`config.mk`:
```
export PLATFORM = sky130hd
export DESIGN_NAME = msg_payload_writer
export DESIGN_NICKNAME = d
export VERILOG_FILES = /design/src/rtl/msg_pkg.sv /design/src/rtl/msg_byte_packer.sv /design/src/rtl/msg_payload_writer.sv
export SDC_FILE = /design/constraint.sdc
export NUM_CORES = 1
export LEC_CHECK = 0
export BUFFER_PORTS_ARGS = -buffer_cell sky130_fd_sc_hd__buf_2
export CAP_MARGIN = 15
export CORE_MARGIN = 5
export CORE_UTILIZATION = 25
export DETAILED_ROUTE_END_ITERATION = 12
export GPL_ROUTABILITY_DRIVEN = 1
export GPL_TIMING_DRIVEN = 0
export SLEW_MARGIN = 20
export SYNTH_ARGS = -nofsm -noshare
export SYNTH_HDL_FRONTEND = slang
export SYNTH_SLANG_ARGS = --single-unit
```
`constraint.sdc`:
```
create_clock -name clk -period 4.65 [get_ports clk]
set_clock_uncertainty 0.1 [all_clocks]
set_input_delay 0 -clock clk [delete_from_list [all_inputs] [get_ports clk]]
set_output_delay 0 -clock clk [all_outputs]
set_load 0.01 [all_outputs]
```
`src/rtl/msg_pkg.sv`:
```
// Shared constants, width helper and FSM encoding for the message payload writer.
package msg_pkg;

    localparam int DEF_PARTICLE_MESSAGE_LENGTH = 8;
    localparam int DEF_MAP_MESSAGE_LENGTH      = 16;
    localparam int DEF_PARTICLE_WORD_BYTES     = 4;
    localparam int DEF_MAP_WORD_BYTES          = 2;

    // A buffer with a single word still needs a one-bit address port.
    function automatic int addr_width(input int words);
        return (words > 1) ? $clog2(words) : 1;
    endfunction

    localparam int DEF_PARTICLE_WORDS  = DEF_PARTICLE_MESSAGE_LENGTH / DEF_PARTICLE_WORD_BYTES;
    localparam int DEF_MAP_WORDS       = DEF_MAP_MESSAGE_LENGTH / DEF_MAP_WORD_BYTES;
    localparam int DEF_PARTICLE_ADDR_W = addr_width(DEF_PARTICLE_WORDS);
    localparam int DEF_MAP_ADDR_W      = addr_width(DEF_MAP_WORDS);

    typedef enum logic [1:0] {
        ST_IDLE  = 2'd0,
        ST_PART  = 2'd1,
        ST_MAP   = 2'd2,
        ST_DRAIN = 2'd3
    } wr_state_e;

endpackage

```
`src/rtl/msg_byte_packer.sv`:
```
// Big-endian byte packer: shifts bytes into a word and tracks word index and message byte count.
module msg_byte_packer
    import msg_pkg::*;
#(
    parameter int WORD_BYTES = 4,
    parameter int MSG_LEN    = 8,
    parameter int IDX_W      = 1
)(
    input  logic                    clk,
    input  logic                    reset,
    input  logic                    clear,
    input  logic                    shift_en,
    input  logic [7:0]              byte_in,
    output logic                    word_ready,
    output logic [8*WORD_BYTES-1:0] word,
    output logic [IDX_W-1:0]        word_idx,
    output logic                    msg_done
);

    localparam int HOLD_W = (WORD_BYTES > 1) ? 8 * (WORD_BYTES - 1) : 8;
    localparam int POS_W  = (WORD_BYTES > 1) ? $clog2(WORD_BYTES) : 1;
    localparam int CNT_W  = $clog2(MSG_LEN + 1);

    logic [HOLD_W-1:0] hold_q, hold_cur, hold_next;
    logic [POS_W-1:0]  pos_q, pos_cur;
    logic [CNT_W-1:0]  cnt_q, cnt_cur;
    logic [IDX_W-1:0]  idx_q, idx_cur;

    // A clear in the same cycle as a byte starts the new message with that byte.
    assign hold_cur = clear ? '0 : hold_q;
    assign pos_cur  = clear ? '0 : pos_q;
    assign cnt_cur  = clear ? '0 : cnt_q;
    assign idx_cur  = clear ? '0 : idx_q;

    generate
        if (WORD_BYTES == 1) begin : g_single
            assign word      = byte_in;
            assign hold_next = hold_cur;
        end else begin : g_multi
            assign word      = {hold_cur, byte_in};
            assign hold_next = word[HOLD_W-1:0];
        end
    endgenerate

    assign word_ready = shift_en && (pos_cur == POS_W'(WORD_BYTES - 1));
    assign msg_done   = shift_en && (cnt_cur == CNT_W'(MSG_LEN - 1));
    assign word_idx   = idx_cur;

    always_ff @(posedge clk or posedge reset) begin
        if (reset) begin
            hold_q <= '0;
            pos_q  <= '0;
            cnt_q  <= '0;
            idx_q  <= '0;
        end else if (shift_en) begin
            hold_q <= hold_next;
            cnt_q  <= cnt_cur + CNT_W'(1);
            if (word_ready) begin
                pos_q <= '0;
                idx_q <= msg_done ? idx_cur : idx_cur + IDX_W'(1);
            end else begin
                pos_q <= pos_cur + POS_W'(1);
                idx_q <= idx_cur;
            end
        end else if (clear) begin
            hold_q <= '0;
            pos_q  <= '0;
            cnt_q  <= '0;
            idx_q  <= '0;
        end
    end

endmodule

```
`src/rtl/msg_payload_writer.sv`:
```
// Packs receiver payload bytes into particle/map buffer words and reports completion and framing errors.
module msg_payload_writer
    import msg_pkg::*;
#(
    parameter int PARTICLE_MESSAGE_LENGTH = DEF_PARTICLE_MESSAGE_LENGTH,
    parameter int MAP_MESSAGE_LENGTH      = DEF_MAP_MESSAGE_LENGTH,
    parameter int PARTICLE_WORD_BYTES     = DEF_PARTICLE_WORD_BYTES,
    parameter int MAP_WORD_BYTES          = DEF_MAP_WORD_BYTES
)(
    input  logic                                   clk,
    input  logic                                   reset,
    input  logic [7:0]                             msg_in,
    input  logic                                   particle_data_flag,
    input  logic                                   map_data_flag,
    input  logic                                   data_valid,
    output logic                                   particle_wr_en,
    output logic [addr_width(PARTICLE_MESSAGE_LENGTH/PARTICLE_WORD_BYTES)-1:0] particle_wr_addr,
    output logic [8*PARTICLE_WORD_BYTES-1:0]       particle_wr_data,
    output logic                                   map_wr_en,
    output logic [addr_width(MAP_MESSAGE_LENGTH/MAP_WORD_BYTES)-1:0] map_wr_addr,
    output logic [8*MAP_WORD_BYTES-1:0]            map_wr_data,
    output logic                                   particle_load_done,
    output logic                                   map_load_done,
    output logic                                   frame_error
);

    localparam int P_ADDR_W = addr_width(PARTICLE_MESSAGE_LENGTH / PARTICLE_WORD_BYTES);
    localparam int M_ADDR_W = addr_width(MAP_MESSAGE_LENGTH / MAP_WORD_BYTES);
    localparam int P_DATA_W = 8 * PARTICLE_WORD_BYTES;
    localparam int M_DATA_W = 8 * MAP_WORD_BYTES;

    wr_state_e state_q, state_d;

    logic part_clear, part_shift, part_word_ready, part_msg_done;
    logic map_clear, map_shift, map_word_ready, map_msg_done;
    logic set_err, clr_err;
    logic [P_DATA_W-1:0] part_word;
    logic [M_DATA_W-1:0] map_word;
    logic [P_ADDR_W-1:0] part_idx;
    logic [M_ADDR_W-1:0] map_idx;

    msg_byte_packer #(
        .WORD_BYTES(PARTICLE_WORD_BYTES),
        .MSG_LEN   (PARTICLE_MESSAGE_LENGTH),
        .IDX_W     (P_ADDR_W)
    ) u_part_packer (
        .clk       (clk),
        .reset     (reset),
        .clear     (part_clear),
        .shift_en  (part_shift),
        .byte_in   (msg_in),
        .word_ready(part_word_ready),
        .word      (part_word),
        .word_idx  (part_idx),
        .msg_done  (part_msg_done)
    );

    msg_byte_packer #(
        .WORD_BYTES(MAP_WORD_BYTES),
        .MSG_LEN   (MAP_MESSAGE_LENGTH),
        .IDX_W     (M_ADDR_W)
    ) u_map_packer (
        .clk       (clk),
        .reset     (reset),
        .clear     (map_clear),
        .shift_en  (map_shift),
        .byte_in   (msg_in),
        .word_ready(map_word_ready),
        .word      (map_word),
        .word_idx  (map_idx),
        .msg_done  (map_msg_done)
    );

    // A byte arriving with the flag fall is accepted first, so completion wins over the abort.
    always_comb begin
        state_d    = state_q;
        part_clear = 1'b0;
        part_shift = 1'b0;
        map_clear  = 1'b0;
        map_shift  = 1'b0;
        set_err    = 1'b0;
        clr_err    = 1'b0;
        case (state_q)
            ST_IDLE: begin
                if (particle_data_flag && map_data_flag) begin
                    set_err = 1'b1;
                    state_d = ST_DRAIN;
                end else if (particle_data_flag) begin
                    part_clear = 1'b1;
                    part_shift = data_valid;
                    clr_err    = 1'b1;
                    state_d    = ST_PART;
                end else if (map_data_flag) begin
                    map_clear = 1'b1;
                    map_shift = data_valid;
                    clr_err   = 1'b1;
                    state_d   = ST_MAP;
                end else if (data_valid) begin
                    set_err = 1'b1;
                end
            end
            ST_PART: begin
                if (map_data_flag) begin
                    set_err = 1'b1;
                    state_d = ST_DRAIN;
                end else begin
                    part_shift = data_valid;
                    if (part_msg_done) begin
                        state_d = ST_DRAIN;
                    end else if (!particle_data_flag) begin
                        set_err = 1'b1;
                        state_d = ST_IDLE;
                    end
                end
            end
            ST_MAP: begin
                if (particle_data_flag) begin
                    set_err = 1'b1;
                    state_d = ST_DRAIN;
                end else begin
                    map_shift = data_valid;
                    if (map_msg_done) begin
                        state_d = ST_DRAIN;
                    end else if (!map_data_flag) begin
                        set_err = 1'b1;
                        state_d = ST_IDLE;
                    end
                end
            end
            ST_DRAIN: begin
                if (data_valid && (particle_data_flag || map_data_flag)) begin
                    set_err = 1'b1;
                end
                if (!particle_data_flag && !map_data_flag) begin
                    state_d = ST_IDLE;
                end
            end
            default: state_d = ST_IDLE;
        endcase
    end

    always_ff @(posedge clk or posedge reset) begin
        if (reset) begin
            state_q <= ST_IDLE;
        end else begin
            state_q <= state_d;
        end
    end

    // Write ports are registered, giving one cycle from the completing byte to the strobe.
    always_ff @(posedge clk or posedge reset) begin
        if (reset) begin
            particle_wr_en     <= 1'b0;
            particle_wr_addr   <= '0;
            particle_wr_data   <= '0;
            map_wr_en          <= 1'b0;
            map_wr_addr        <= '0;
            map_wr_data        <= '0;
            particle_load_done <= 1'b0;
            map_load_done      <= 1'b0;
            frame_error        <= 1'b0;
        end else begin
            particle_wr_en     <= part_word_ready;
            map_wr_en          <= map_word_ready;
            particle_load_done <= part_msg_done;
            map_load_done      <= map_msg_done;
            if (part_word_ready) begin
                particle_wr_addr <= part_idx;
                particle_wr_data <= part_word;
            end
            if (map_word_ready) begin
                map_wr_addr <= map_idx;
                map_wr_data <= map_word;
            end
            if (set_err) begin
                frame_error <= 1'b1;
            end else if (clr_err) begin
                frame_error <= 1'b0;
            end
        end
    end

endmodule

```
==> metrics <==
layout cell share with drive strength beyond 1 24.4%; drt wl/cell approximately 14 um; Synth Register Bits between 100 and 150; Port Buffer Count between 60 and 70; initial antenna violation count 0; clock-pin slew of the registers on the worst-case setup and hold paths 0.07 ns; die area 21200 um2; status completed; Register-to-Register Path Depth 10; ys async rst share between 90% and 100%; syn nets 471; routed wire length roughly 11 mm; Avg Cell Area, Syn a little over 10 um2; Post-route DRC 0; dpl cell area approximately 5300 um2; Max Slew Vio Count 0; Tmin final 2.88 ns; WS Path Type reg2reg; vias in the first global route around 3.5k; crit-path max FO 10; Antenna diodes 0; Worst path max stage delay approximately 0.5 ns; CTS buffer count 9; WHS roughly 0.028 ns; final worst slack 1.77 ns; HP Class in2reg; final instance area 5640 um2; commonest non-fill, non-tap cell in the layout nand2_1; core area 18000 um2; Leakage approximately 2.7 nW; Post-synth EDFFs 0; post-CTS sizing 0; clock buffer depth 2; Nets approximately 560; CP cell instances buf_4 > nor2_2 > nand2_1 > buf_2 > and2_1 > ha_1 > clkbuf_1 > clkbuf_1 > nand3_1 > o21ai_0; Post-Syn Instances roughly 450; fillers approximately 1.9k; Die Wd ~150 um; slowest stage cell, crit path clkbuf_1; unrepaired setup endpoints after global routing no; Setup TNS 0 ns; DR vias/cell approximately 4.4; largest net degree at the start of global routing 78; # Max-Cap Violations 0; Slew @ Worst Pin between 0.6 and 0.7 ns; area of the multi-input gates between 1500 and 2000 um2; sequential area share after synthesis between 50 and 60%; initial core utilization between 20% and 30%; worst reg2reg setup slack 1.77 ns; Critical Path RT approximately 4.8 ns; row cnt between 40 and 50; Routed Antenna Nets 0; critical path arrival slightly above 3 ns; pre-CTS setup slack approximately 1.7 ns; RePlAce Congestion between 0.7 and 0.8; First DRT Iteration DRCs 182; most frequent cells in the layout nand2_1 (116), dfrtp_1 (107), buf_2 (84); startpoint types flop; relative slew slack 57.9%; VDD IR-drop max ~0.27 mV; CTS tree done; pwr dens 549 nW/um2; io pins 70; Die Height 146 um; Final Cycle Share approximately 62%; area delta synth->final 22.7%; DP Wirelength about 8.1 mm; most frequent CP cell clkbuf_1; Min-Delay Path Depth 3; synth warn 0; CTS root buf clkbuf_16; total gr overflow 0; Overall Global Routing Usage between 10% and 20%; routed via count roughly 3.4k; Setup crit end kind flop; Fmax approximately 350 MHz; Setup Viol. Count Final 0; Post-synth top flop dfrtp_1; Synth Cell Area between 4000 and 5000 um2; worst skew pair latency 0.35 ns; # clock sinks around 110; register area ~2700 um2; Final Hold Viols 0; library cells used by synthesis 46; first drt pass iteration count 4; global-route wire length before repair between 15 and 20 mm; # H-tree levels 3
path summary, 6_finish.rpt:
| path | from | endpoint |
|---|---|---|
| worst min-delay path | particle_data_flag | frame_error |
| worst max register to register | state_q[0] | map_wr_data[12] |
| worst min register to register | particle_wr_data[12] | particle_wr_data[12] |
| min in group asynchronous | reset | map_wr_data[1] |
| worst max-delay path | state_q[0] | map_wr_data[12] |
| max in group asynchronous | reset | u_part_packer.pos_q[0] |
worst max-delay path, delay by kind of cell (launching register included):
| family | cells | cell delay, ns |
|---|---|---|
| buf+inv | 4 | 1.35 |
| simple gates | 4 | 0.59 |
| flops | 1 | 0.46 |
| fa+ha+maj | 1 | 0.20 |
| compound gates | 1 | 0.10 |
per-layer routing:
metal / wire length, um / global-route usage [%]
met5: 0 / 0
met4: 211 / 3.03
met3: 575 / 2.99
met2: 4990 / 16.3
met1: 5250 / 14.5
area by class of cell:
type / instances / area share, %
Buffer: 26 / 2.33
Clock buffer: 10 / 4.06
Clock inverter: 6 / 0.865
Inverter: 18 / 1.29
Multi-Input combinational cell: 295 / 30.5
Sequential cell: 107 / 47.5
Tap cell: 229 / 5.08
Timing Repair Buffer: 80 / 8.39
sequential cells by signal, indices dropped and copies added (netlist names):
name	count
u_part_packer.idx_q	1
particle_wr_data	32
map_load_done	1
u_map_packer.hold_q	8
u_part_packer.pos_q	2
frame_error	1
u_part_packer.hold_q	24
u_map_packer.cnt_q	5
state_q	2
u_map_packer.idx_q	3
map_wr_addr	3
map_wr_en	1
map_wr_data	16
u_map_packer.pos_q	1
particle_load_done	1
particle_wr_addr	1
particle_wr_en	1
u_part_packer.cnt_q	4
synthesized netlist by cell type, types with 2 or more instances:
library cell / instances / share of area, %
buf_2: 15 / 1.6
dfrtp_1: 107 / 58
nand3b_1: 3 / 0.49
xnor2_1: 3 / 0.57
and2_1: 10 / 1.4
nand2_1: 116 / 9.5
mux2_2: 21 / 5.1
a21o_1: 4 / 0.65
buf_4: 4 / 0.65
ha_1: 12 / 3.3
o21ai_0: 50 / 5.4
clkbuf_1: 7 / 0.57
nand3_1: 12 / 1.3
and3_1: 3 / 0.41
o211ai_1: 2 / 0.33
a21oi_1: 19 / 2.1
a211oi_1: 2 / 0.33
inv_1: 18 / 1.5
o32ai_1: 2 / 0.38
xor2_1: 6 / 1.1
nor2_1: 5 / 0.41
kinds of logic (layout without fill, tap and decap cells):
group                    after synthesis  in the layout  share of synthesized area (%)
XOR/XNOR                               9              9                           1.71
AO/OA/AOI/OAI                         92             92                           11.6
AND/OR/NAND/NOR                      160            160                           15.5
flip-flops                           107            107                           58.2
multiplexers                          22             22                           5.36
buffers and inverters                 44            140                           4.33
adder cells (fa/ha/maj)               12             12                           3.27
timing repair:
action	4_1_cts	5_1_grt
endpoints found under the hold margin	140	0
hold buffers	10	0
setup buffers	0	0
stage by stage:
stage,instances,util [%],power [mW]
after floorplan,446,-,2.02
after global placement,744,29.0,2.36
after detailed placement,745,29.2,2.39
after CTS,771,31.3,3.14
after global routing,771,31.3,3.33
final,771,31.3,3.10
power breakdown:
part	switching, mW	internal [mW]	leakage (nW)	total (mW)
sequential	0.180	1.25	1.42	1.43
combinational	0.537	0.396	1.18	0.933
clock	0.361	0.370	0.137	0.730
Note: power is estimated with default switching activity, not from simulation.
